--- config.mk ---
export PLATFORM = sky130hd
export DESIGN_NAME = decode_stage
export DESIGN_NICKNAME = d
export VERILOG_FILES = /design/src/rtl/decode_stage.sv
export SDC_FILE = /design/constraint.sdc
export NUM_CORES = 1
export LEC_CHECK = 0
export BUFFER_PORTS_ARGS = -buffer_cell sky130_fd_sc_hd__buf_2
export CORE_MARGIN = 1.5
export CORE_UTILIZATION = 45
export DETAILED_ROUTE_END_ITERATION = 10
export GPL_ROUTABILITY_DRIVEN = 0
export GPL_TIMING_DRIVEN = 0
export PLACE_DENSITY = 0.74
export SLEW_MARGIN = 10
export SYNTH_ARGS = -nofsm -noshare
export SYNTH_HDL_FRONTEND = slang
export SYNTH_SLANG_ARGS = --single-unit
--- constraint.sdc ---
create_clock -name clock -period 4.15 [get_ports clock]
set_input_delay 0.415 -clock clock [delete_from_list [all_inputs] [get_ports clock]]
set_output_delay 0.415 -clock clock [all_outputs]
set_load 0.02 [all_outputs]
--- src/rtl/decode_stage.sv ---
// Decode / operand-fetch stage: reads rs/rt, decodes control fields, scoreboards pending writes.
// Optional macro DECODE_WB_FORWARD_EN bypasses writeback data into the operands.
module decode_stage #(
    parameter int unsigned ADDR_W = 5,
    parameter int unsigned DATA_W = 32
) (
    input  logic              clock,
    input  logic              reset,
    input  logic              in_valid,
    output logic              in_ready,
    input  logic [31:0]       instruction_32,
    input  logic [31:0]       pc_32,
    output logic [ADDR_W-1:0] w_address_s1_5,
    output logic [ADDR_W-1:0] w_address_s2_5,
    input  logic [DATA_W-1:0] w_data_s1val_32,
    input  logic [DATA_W-1:0] w_data_s2val_32,
    input  logic              wb_en,
    input  logic [ADDR_W-1:0] wb_address_5,
    input  logic [DATA_W-1:0] wb_data_32,
    output logic              out_valid,
    input  logic              out_ready,
    output logic [31:0]       out_pc_32,
    output logic [5:0]        out_opcode_6,
    output logic [5:0]        out_funct_6,
    output logic [4:0]        out_shamt_5,
    output logic [DATA_W-1:0] out_rs_val_32,
    output logic [DATA_W-1:0] out_rt_val_32,
    output logic [31:0]       out_imm_32,
    output logic [ADDR_W-1:0] out_dest_5,
    output logic              out_reg_write,
    output logic              out_mem_read,
    output logic              out_mem_write,
    output logic              out_illegal
);
    localparam int unsigned NumRegs = 1 << ADDR_W;

    typedef struct packed {
        logic [31:0]       pc;
        logic [5:0]        opcode;
        logic [5:0]        funct;
        logic [4:0]        shamt;
        logic [DATA_W-1:0] rs_val;
        logic [DATA_W-1:0] rt_val;
        logic [31:0]       imm;
        logic [ADDR_W-1:0] dest;
        logic              reg_write;
        logic              mem_read;
        logic              mem_write;
        logic              illegal;
    } id_ex_t;

    logic [5:0]        opcode;
    logic [5:0]        funct;
    logic [ADDR_W-1:0] rs;
    logic [ADDR_W-1:0] rt;
    logic [ADDR_W-1:0] rd;
    logic [15:0]       imm16;
    logic [ADDR_W-1:0] dest;
    logic              reg_write;
    logic              mem_read;
    logic              mem_write;
    logic              illegal;
    logic              zero_ext;
    logic              rs_used;
    logic              rt_used;
    logic              fwd_rs;
    logic              fwd_rt;
    logic [DATA_W-1:0] rs_val;
    logic [DATA_W-1:0] rt_val;
    logic              stall;
    logic              accept;

    logic [NumRegs-1:0] pending_d, pending_q;
    logic               out_valid_d, out_valid_q;
    id_ex_t             id_ex_d, id_ex_q;

    assign opcode = instruction_32[31:26];
    assign funct  = instruction_32[5:0];
    assign rs     = instruction_32[25:21];
    assign rt     = instruction_32[20:16];
    assign rd     = instruction_32[15:11];
    assign imm16  = instruction_32[15:0];

    assign w_address_s1_5 = rs;
    assign w_address_s2_5 = rt;

    always_comb begin
        dest      = '0;
        reg_write = 1'b0;
        mem_read  = 1'b0;
        mem_write = 1'b0;
        illegal   = 1'b0;
        zero_ext  = 1'b0;
        rs_used   = 1'b1;
        rt_used   = 1'b0;
        case (opcode)
            6'h00: begin
                dest      = rd;
                reg_write = (funct != 6'h08);
                rt_used   = 1'b1;
            end
            6'h08, 6'h09, 6'h0A: begin
                dest      = rt;
                reg_write = 1'b1;
            end
            6'h0C, 6'h0D: begin
                dest      = rt;
                reg_write = 1'b1;
                zero_ext  = 1'b1;
            end
            6'h0F: begin
                dest      = rt;
                reg_write = 1'b1;
                rs_used   = 1'b0;
            end
            6'h23: begin
                dest      = rt;
                reg_write = 1'b1;
                mem_read  = 1'b1;
            end
            6'h2B: begin
                mem_write = 1'b1;
                rt_used   = 1'b1;
            end
            6'h04, 6'h05: rt_used = 1'b1;
            6'h02:        rs_used = 1'b0;
            6'h03: begin
                dest      = '1;
                reg_write = 1'b1;
                rs_used   = 1'b0;
            end
            default: illegal = 1'b1;
        endcase
        if (dest == '0) begin
            reg_write = 1'b0;
        end
    end

`ifdef DECODE_WB_FORWARD_EN
    assign fwd_rs = wb_en && (wb_address_5 == rs) && (rs != '0);
    assign fwd_rt = wb_en && (wb_address_5 == rt) && (rt != '0);
    assign rs_val = fwd_rs ? wb_data_32 : w_data_s1val_32;
    assign rt_val = fwd_rt ? wb_data_32 : w_data_s2val_32;
`else
    logic unused_wb_data;
    assign unused_wb_data = ^wb_data_32;
    assign fwd_rs = 1'b0;
    assign fwd_rt = 1'b0;
    assign rs_val = w_data_s1val_32;
    assign rt_val = w_data_s2val_32;
`endif

    // pending_q[0] is always 0, so $zero can never stall.
    assign stall = (rs_used && pending_q[rs] && !fwd_rs)
                || (rt_used && pending_q[rt] && !fwd_rt)
                || (reg_write && pending_q[dest]);

    assign in_ready = !stall && (!out_valid_q || out_ready);
    assign accept   = in_valid && in_ready;

    always_comb begin
        pending_d = pending_q;
        if (wb_en) begin
            pending_d[wb_address_5] = 1'b0;
        end
        if (accept && reg_write) begin
            pending_d[dest] = 1'b1;
        end
        pending_d[0] = 1'b0;
    end

    always_comb begin
        id_ex_d     = id_ex_q;
        out_valid_d = out_valid_q;
        if (accept) begin
            out_valid_d        = 1'b1;
            id_ex_d.pc         = pc_32;
            id_ex_d.opcode     = opcode;
            id_ex_d.funct      = funct;
            id_ex_d.shamt      = instruction_32[10:6];
            id_ex_d.rs_val     = rs_val;
            id_ex_d.rt_val     = rt_val;
            id_ex_d.imm        = zero_ext ? {16'h0000, imm16} : {{16{imm16[15]}}, imm16};
            id_ex_d.dest       = dest;
            id_ex_d.reg_write  = reg_write;
            id_ex_d.mem_read   = mem_read;
            id_ex_d.mem_write  = mem_write;
            id_ex_d.illegal    = illegal;
        end else if (out_ready) begin
            out_valid_d = 1'b0;
        end
    end

    always_ff @(posedge clock) begin
        if (reset) begin
            pending_q   <= '0;
            out_valid_q <= 1'b0;
            id_ex_q     <= '0;
        end else begin
            pending_q   <= pending_d;
            out_valid_q <= out_valid_d;
            id_ex_q     <= id_ex_d;
        end
    end

    assign out_valid     = out_valid_q;
    assign out_pc_32     = id_ex_q.pc;
    assign out_opcode_6  = id_ex_q.opcode;
    assign out_funct_6   = id_ex_q.funct;
    assign out_shamt_5   = id_ex_q.shamt;
    assign out_rs_val_32 = id_ex_q.rs_val;
    assign out_rt_val_32 = id_ex_q.rt_val;
    assign out_imm_32    = id_ex_q.imm;
    assign out_dest_5    = id_ex_q.dest;
    assign out_reg_write = id_ex_q.reg_write;
    assign out_mem_read  = id_ex_q.mem_read;
    assign out_mem_write = id_ex_q.mem_write;
    assign out_illegal   = id_ex_q.illegal;

endmodule

## Word level (Yosys, flattened, before mapping)

Index checks and enable logic that the tools add are counted.

- Add/sub/neg operators: 0
- Multipliers: 0
- Div/mod/pow operators: 0
- Magnitude comparators: 6
- Equal/unequal tests: 13
- Shift operators: 0
- Multiplexer cells: 24
- Bitwise operators: 3
- Reductions and logical operators: 22

Operator list:

| kind | number |
|---|---|
| 32-bit 2-to-1 mux | 3 |
| 6-bit by 4-bit equality test with 1-bit output (second input constant) | 6 |
| 32-bit AND | 1 |
| 32-bit inverter | 1 |
| 32-bit OR | 1 |
| 5-bit by 6-bit less-than comparator with 1-bit output (second input constant) | 4 |
| 1-bit binary-select mux with 5-bit select | 3 |
| 5-bit case mux with 3 select lines | 1 |
| 1-bit 2-to-1 mux | 14 |
| 13-bit OR reduction | 1 |
| 6-bit by 2-bit equality test with 1-bit output (second input constant) | 2 |
| 6-bit by 3-bit equality test with 1-bit output (second input constant) | 2 |
| 6-bit equality test (second input constant) | 2 |
| 1-bit demux with 5-bit select | 2 |
| 5-bit by 1-bit greater-or-equal comparator with 1-bit output (second input constant) | 2 |
| 1-bit logical AND | 8 |
| 8-bit OR reduction | 1 |
| 7-bit OR reduction | 1 |
| 6-bit logical NOT | 1 |
| 6-bit by 4-bit != test with 1-bit output (second input constant) | 1 |
| 5-bit logical NOT | 1 |
| 4-bit OR reduction | 1 |
| 1-bit logical OR | 3 |
| 3-bit OR reduction | 1 |
| 4 further kinds | 5 |

- Register bits after elaboration: 187
- Bits in latches: 0
- Memory bits (writable): 0
- ROM bits: 0
- Bits of input ports: 170
- Output and inout bits: 166
- Word-level logic and storage cells: 83
- Memories kept: 0

## Logic depth before layout (Yosys ltp)

Gate-level depths: netlist (run 1).

- Depth in word-level cells: 12
- Depth in mapped cells: 14
- Depth with buffers taken out: 9

## Least setup slack after synthesis (run 1)

No wires, ideal clock.

- Kind: input-to-reg
- Start: input instruction_32[21]
- End: register id_ex_q (netlist bit out_dest_5[0])
- Library setup time: 0.123 ns
- Data arrival time: 3.030 ns
- Slack: 0.996 ns
- Stages on the path: 11
- Buffers on the path: 3
- Cells stage by stage: buf_2 > mux4_2 > mux4_2 > mux2i_1 > a31oi_1 > or3_1 > nor2_1 > o21a_1 > buf_6 > buf_8 > mux2_1

- Longest elaborated chain between the ends: 8

Ends and longest elaborated chain:

| element | RTL line | text |
|---|---|---|
| start: declaration | 11 | `input logic [31:0] instruction_32,` |
| 1-bit binary-select mux with 5-bit select | 154 | `assign stall = (rs_used && pending_q[rs] && !fwd_rs)` |
| 1-bit 2-to-1 mux (implied by the code) | 154 |  |
| 1-bit logical AND | 154 |  |
| 1-bit logical OR | 155 | `\|\| (rt_used && pending_q[rt] && !fwd_rt)` |
| 1-bit logical OR | 156 | `\|\| (reg_write && pending_q[dest]);` |
| 1-bit logical NOT | 158 | `assign in_ready = !stall && (!out_valid_q \|\| out_ready);` |
| 1-bit logical AND | 158 |  |
| 1-bit logical AND | 159 | `assign accept = in_valid && in_ready;` |
| end signal: assignment | 202 | `id_ex_q <= id_ex_d;` |
| end: declaration | 75 | `id_ex_t id_ex_d, id_ex_q;` |

No other way between the ends. The select of a mux whose other input is x is not followed.
A chain may end at the register's enable or synchronous reset.

## Worst setup path after layout (run 1)

- Start: input instruction_32[31]
- End: output in_ready

- Longest elaborated chain between the ends: 9

Ends and longest elaborated chain:

| element | RTL line | text |
|---|---|---|
| 6-bit by 4-bit equality test with 1-bit output or 6-bit equality test (tied branches) | 96 | `case (opcode)` |
| 7-bit OR reduction (no line) | -- |  |
| 5-bit case mux with 3 select lines | 96 |  |
| 1-bit binary-select mux with 5-bit select or 5-bit logical NOT (tied branches) | 156, 134 |  |
| 1-bit 2-to-1 mux, on equally long branches | 156, 134 |  |
| 1-bit logical AND | 156 |  |
| 1-bit logical OR * | 156 |  |
| 1-bit logical NOT * | 158 |  |
| 1-bit logical AND * | 158 |  |
| end: declaration | 10 | `output logic in_ready,` |

Mark *: on every way between the ends. The rest lies on a longest branch, timed or not. The select of a mux whose other input is x is not followed.

==> results of run 1 <==
metrics by stage:
step	hold WS, ns	cell area [um2]	utilization
floorplan	0.475	8780	-
global placement	0.455	10600	0.560
detailed placement	0.459	10600	0.560
CTS	0.230	11100	0.589
global route	0.236	11100	0.589
finish	0.238	11100	0.589
cells in the final DEF (no fill, tap or decap), types with 10 or more instances in the layout:
cell	synthesis	layout
o21ai_0	17	17
nand3b_1	14	14
inv_1	11	11
a21oi_1	10	10
buf_4	46	46
clkbuf_16	0	17
mux2i_1	126	126
dfxtp_1	160	160
nand2_1	24	24
nand2b_1	241	241
nor2_1	29	29
mux4_2	18	18
nor3_1	13	13
nand3_1	13	13
buf_2	10	305
nor2b_1	20	20
or3_1	10	10
clkbuf_1	41	42
o31ai_1	27	27
critical path: cells and delay by family:
family	cells	cell delay (ns)
AO/OA/AOI/OAI	4	1.61
buffers and inverters	3	0.76
AND/OR/NAND/NOR	4	0.73
power groups by stage:
stage	combinational [uW]	clock (uW)	sequential [uW]
3_3_place_gp	765	0	1700
3_5_place_dp	771	0	1710
4_1_cts	774	1480	1670
2_1_floorplan	391	0	1810
6_report	773	1460	1670
5_1_grt	827	1550	1680
worst max-delay path by stage:
stage,startpoint,end,slack [ns],cells after the start
global route,instruction_32[31],in_ready,0.08,11
detailed placement,instruction_32[31],out_imm_32[5],0.09,13
finish,instruction_32[31],in_ready,0.20,11
global placement,instruction_32[31],out_imm_32[10],0.14,13
CTS,instruction_32[31],in_ready,0.38,11
floorplan,instruction_32[21],out_dest_5[0],1.0,11
per-layer routing:
metal	track usage	vias to the layer above	wire length (um)
met5	0	-	0
met4	0.0895	0	669
met3	0.0614	58	2350
met2	0.432	386	12800
met1	0.311	3699	10800
li1	-	3800	-
logic make-up after synthesis:
group	count (synthesis)
AO/OA/AOI/OAI	106
multiplexers	151
AND/OR/NAND/NOR	390
flip-flops	160
buffers and inverters	116
state kept, by name (all words and copies together) (netlist names), 4 cells and up:
register       flops
pending_q         31
out_imm_32         8
out_funct_6        5
out_shamt_5        4
out_rt_val_32     32
out_rs_val_32     32
out_opcode_6       6
out_dest_5         5
out_pc_32         32
area by class of cell:
cell class	instances	area (um2)	area share
sequential	160	3200	0.288
timing repair buffer	295	1480	0.133
buffer	105	651	0.0585
clock buffer	18	429	0.0386
clock inverter	14	109	0.00979
inverter	11	41.3	0.00371
multi-input combinational	647	4890	0.439
tap	260	325	0.0292
==> summary.md, run 1 <==
| Metric | Value |
|---|---|
| Total negative setup slack | 0 ns |
| Kind of critical path | in2out |
| Worst-path clk slew | 0.07 ns |
| Initial antenna violation count | 0 |
| Fin cells | 1510 |
| Static leakage | 0.00506 uW |
| Reg2reg path depth | 11 |
| Max-cap viol count | 0 |
| FFs w/ async S/R, synth | 0 |
| Worst slew margin | 0.155 |
| Global-route wire length before repair | 40700 um |
| Synth top area share | 0.365 |
| Synth top area cells | dfxtp_1, nand2b_1, mux2i_1, mux4_2, buf_4 |
| Sequential fraction of the synthesis area | 0.365 |
| Tot Pwr | 3910 uW |
| GRT Util Overall | 0.253 |
| Vias/cell | 5.26 |
| Mean Syn Cell Area | 9.52 um2 |
| DR pass1 iterations | 5 |
| Post-synthesis compound-gate area fraction | 0.0896 |
| Sw frac | 0.303 |
| Clock network fraction of design power | 0.374 |
| H-tree levels | 4 |
| Detail Route Antenna Nets | 0 |
| R2R setup slack | 0.71 ns |
| Pwr/cell area | 351 mW/mm2 |
| Hold endpoint | out_rt_val_32[21] |
| Outcome | finished, final reports clean |
| VDD IR-drop max | 279 uV |
| WL per Instance | 17.6 um |
| Core outline area | 0.0189 mm2 |
| Die area | 0.0204 mm2 |
| IO Port Bufs | 295 |
| CTS sink count | 160 |
| DRT iter0 DRCs | 515 |
| Ys flop type | dfxtp_1 |
| Most frequent cells after synthesis | nand2b_1, dfxtp_1, mux2i_1 |
| Overflow after GRT | 0 |
| Worst R2R Start | pending_q[26] |
| Synth cell types | 59 |
| Area grow syn2layout | 26.6% |
| Final worst-path setup slack | 0.205 ns |
| Slowest stage delay, CP | 1.04 ns |
| Total number of vias | 7943 |
| CP max-delay cell | a221oi_1 |
| Largest family of logic cells by synthesized area | simple AND/OR/NAND/NOR gates |
| Fin crit period | 3.95 ns |
| Vias in the first global route | 7681 |
| Comb power frac | 0.198 |
| Post-CTS Setup Inserts | 0 |
| Xor and xnor area share after synthesis | 0 |
| RSZ-0062 raised after global routing | false |
| CP cell instances | buf_2 > clkbuf_1 > nand3b_1 > a21oi_2 > a221oi_1 > o2111ai_1 > and4_1 > o211ai_2 > nor2_1 > nor2_1 > buf_2 |
| Post-CTS Hold Fix Bufs | 0 |
| Pin count of the biggest net entering global routing | 18 |
| Final #Nets | 1407 |
| Root buffer cell | clkbuf_16 |
| Final setup fails | 0 |
| CTS resizes | 0 |
| Critical Path AT | 3.53 ns |
| Worst R2R End | out_imm_32[5] |
| Post-synth EDFFs | 0 |
| Max FO, Critical Path | 10 |
| Die Ht | 143 um |
| Fin. Hold Viols | 0 |
| Crit end category | primary output |
| Io pins | 336 |
| Internal | 2730 uW |
| CP required | 3.73 ns |
| Most numerous cell in the Yosys netlist | nand2b_1 |
| Hold path depth | 3 |
| Startpoint types | input port |
| Post-Place Worst Slack | 0.0938 ns |
| Syn_nets | 1093 |
| Adder-cell share of the synthesized area | 0 |
| CTS Buffer Depth | 2 |
| Post-synthesis simple-gate area fraction | 0.268 |
| Row cnt | 50 |
| Dpl cells | 1478 |
| Yosys reg bits | 160 |
| Initial Utilization | 0.465 |
| Hold wc startpoint | w_data_s2val_32[21] |
| Fmax | 253 MHz |
| Leading area contributor after synthesis | dfxtp_1 |
| Post-DP HPWL | 20200 um |
| Cells after Synth | 923 |
| Antenna cells | 0 |
| Post-synthesis mux area share | 0.199 |
| Synthesized area | 0.00878 mm2 |
| Max Slew Vio Count | 0 |
| # fillers | 1733 |
| P_sw | 1180 uW |
| Final worst path period share | 0.951 |
| Num CTS Buffers | 17 |
| Sequential Power Share | 0.428 |
| Skew final | 0.0111 ns |
| Share of cells above drive strength 1 | 0.342 |
| Worst-margin pin slew | 1.27 ns |
| WL final | 26600 um |
| Residual DRC count | 0 |
| Latest clock arrival within the worst-skew pair | 0.42 ns |
| Yosys warnings | 0 |
| Hold WC Path Type | in2reg |
| CTS tree | done |
| Die width | 143 um |
Note: power is estimated with default switching activity, not from simulation.
==> run 2: changes to the inputs <==
PLACE_DENSITY = unset   (was 0.74)
PLACE_DENSITY_LB_ADDON = 0.3   (was unset)
==> run 2 against run 1 <==
Compared with the run above:
- total power is 2.9% higher
- worst hold slack worse by 0.0099 ns
- die area stayed put
- utilization is 0.30 points higher
==> summary.md, run 2 (synthesized netlist as in run 1, its figures left out) <==
| Metric | Value |
|---|---|
| Io pins | 336 (unchanged) |
| Core outline area | 0.0189 mm2 (unchanged) |
| Final setup fails | 0 (unchanged) |
| Vias/cell | 5.24 (-0.40%) |
| Startpoint types | input port |
| Worst R2R End | out_imm_32[5] |
| Worst R2R Start | pending_q[15] |
| Fin area | 0.0112 mm2 (+0.52%) |
| DR pass1 iterations | 6 (+1) |
| Max FO, Critical Path | 10 (unchanged) |
| Sw frac | 0.302 (-0.00107) |
| Antenna cells | 0 (unchanged) |
| # fillers | 1712 (-1.2%) |
| Residual DRC count | 0 (unchanged) |
| Hold wc startpoint | instruction_32[8] |
| Kind of critical path | in2out |
| CTS sink count | 160 (unchanged) |
| CTS Buffer Depth | 2 (unchanged) |
| Fin crit period | 3.88 ns (-0.0651 ns) |
| Root buffer cell | clkbuf_16 |
| Latest clock arrival within the worst-skew pair | 0.44 ns (+0.02 ns) |
| VDD IR-drop max | 271 uV (-2.6%) |
| Post-CTS Hold Fix Bufs | 0 (unchanged) |
| IO Port Bufs | 295 (unchanged) |
| Worst slew margin | 0.207 (+0.0514) |
| Commonest non-fill, non-tap cell in the layout | buf_2 |
| Commonest cells after routing, fill and taps aside | buf_2, nand2b_1, dfxtp_1, mux2i_1, buf_4 |
| Vias in the first global route | 7516 (-2.1%) |
| Final Hold Slack | 0.228 ns (-0.00993 ns) |
| Sequential Power Share | 0.416 (-0.012) |
| Area grow syn2layout | 27.3% |
| Total number of vias | 7911 (-0.40%) |
| Skew final | 0.0158 ns (+0.00476 ns) |
| WL per Instance | 17.5 um (-0.81%) |
| R2R setup slack | 0.90 ns (+0.19 ns) |
| Max-cap viol count | 0 (unchanged) |
| Post-CTS Setup Inserts | 0 (unchanged) |
| Overflow after GRT | 0 (unchanged) |
| Max Slew Vio Count | 0 (unchanged) |
| Row cnt | 50 (unchanged) |
| Hold path depth | 3 (unchanged) |
| Fmax | 258 MHz (+1.7%) |
| Clock network fraction of design power | 0.392 (+0.018) |
| CTS tree | done |
| Final #Nets | 1407 (unchanged) |
| RSZ-0062 raised after global routing | false |
| Die width | 143 um (unchanged) |
| Outcome | finished, final reports clean |
| CP required | 3.73 ns (about the same) |
| Final worst path period share | 0.935 (-0.0157) |
| Placed inst area | 0.0106 mm2 (unchanged) |
| Fin. Hold Viols | 0 (unchanged) |
| Share of cells above drive strength 1 | 0.342 (unchanged) |
| DRT iter0 DRCs | 572 (+11%) |
| Post-DP HPWL | 20200 um (-0.25%) |
| Initial antenna violation count | 0 (unchanged) |
| Pin count of the biggest net entering global routing | 18 (unchanged) |
| Die area | 0.0204 mm2 (unchanged) |
| Num CTS Buffers | 17 (unchanged) |
| Reg2reg path depth | 11 (unchanged) |
| Static leakage | 0.00509 uW (+0.59%) |
| Global-route wire length before repair | 39800 um (-2.1%) |
| P_sw | 1210 uW (+2.6%) |
| CTS resizes | 0 (unchanged) |
| Initial Utilization | 0.465 (unchanged) |
| GRT Util Overall | 0.253 (-0.000593) |
| Hold WC Path Type | in2reg |
| Pwr/cell area | 360 mW/mm2 (+2.4%) |
| Hold endpoint | out_shamt_5[2] |
| Crit end category | primary output |
| Tot Pwr | 4020 uW (+2.9%) |
| WL final | 26400 um (-0.81%) |
| Total negative setup slack | 0 ns (unchanged) |
| H-tree levels | 4 (unchanged) |
| Critical Path AT | 3.47 ns (-0.06 ns) |
| Detail Route Antenna Nets | 0 (unchanged) |
| Worst-margin pin slew | 1.19 ns (-0.0772 ns) |
| Comb power frac | 0.192 (-0.006) |
| Die Ht | 143 um (unchanged) |
| Internal | 2810 uW (+3.1%) |
| Worst-path clk slew | 0.08 ns (about the same) |
==> run 2: worst max path at each step <==
stage / from / end / slack, ns / depth (start not counted)
2_1_floorplan: instruction_32[21] / out_dest_5[0] / 1.0 / 11
3_3_place_gp: instruction_32[31] / out_imm_32[11] / 0.1 / 13
3_5_place_dp: instruction_32[31] / out_imm_32[11] / 0.07 / 13
4_1_cts: instruction_32[31] / in_ready / 0.35 / 11
5_1_grt: instruction_32[31] / in_ready / 0.07 / 11
6_report: instruction_32[31] / in_ready / 0.27 / 11
==> run 2: power groups by stage <==
| stage | combinational [uW] | clock (uW) | sequential [uW] |
|---|---|---|---|
| after floorplan | 391 | 0 | 1810 |
| after global placement | 767 | 0 | 1700 |
| after detailed placement | 773 | 0 | 1710 |
| after CTS | 775 | 1600 | 1670 |
| after global routing | 827 | 1670 | 1680 |
| final | 772 | 1580 | 1670 |
==> run 2: area by class of cell <==
cell class	instances	area, um2	area share
multi-input cells	647	4890	0.437
flip-flops and latches	160	3200	0.286
repair buffers	295	1480	0.132
plain buffers	105	651	0.0582
clock buffers	18	429	0.0384
well taps	260	325	0.0291
clock inverters	14	166	0.0149
inverters	11	41.3	0.00369
==> run 2: per-layer routing <==
layer | routed length [um] | vias up | share of wire | GRT usage
met3 | 2300 | 55 | 0.087 | 0.0691
met5 | 0 | - | 0 | 0
li1 | - | 3795 | - | -
met2 | 12400 | 389 | 0.47 | 0.415
met1 | 10900 | 3672 | 0.41 | 0.309
met4 | 836 | 0 | 0.032 | 0.113
==> run 2: metrics by stage <==
stage               cells  setup slack (ns)   util
floorplan             923             0.996      -
global placement     1478            0.0979  0.560
detailed placement   1478            0.0698  0.560
CTS                  1510             0.348  0.592
global route         1510            0.0735  0.592
finish               1510             0.270  0.592
==> run 2: worst max-delay path, stage by stage <==
cell and delay [ns]:
buf_2 0.15, clkbuf_1 0.45, nand3b_1 0.22, a21oi_2 0.10
a221oi_1 0.98, o2111ai_1 0.23, and4_1 0.28, o211ai_2 0.25
nor2_1 0.08, nor2_1 0.12, buf_2 0.18
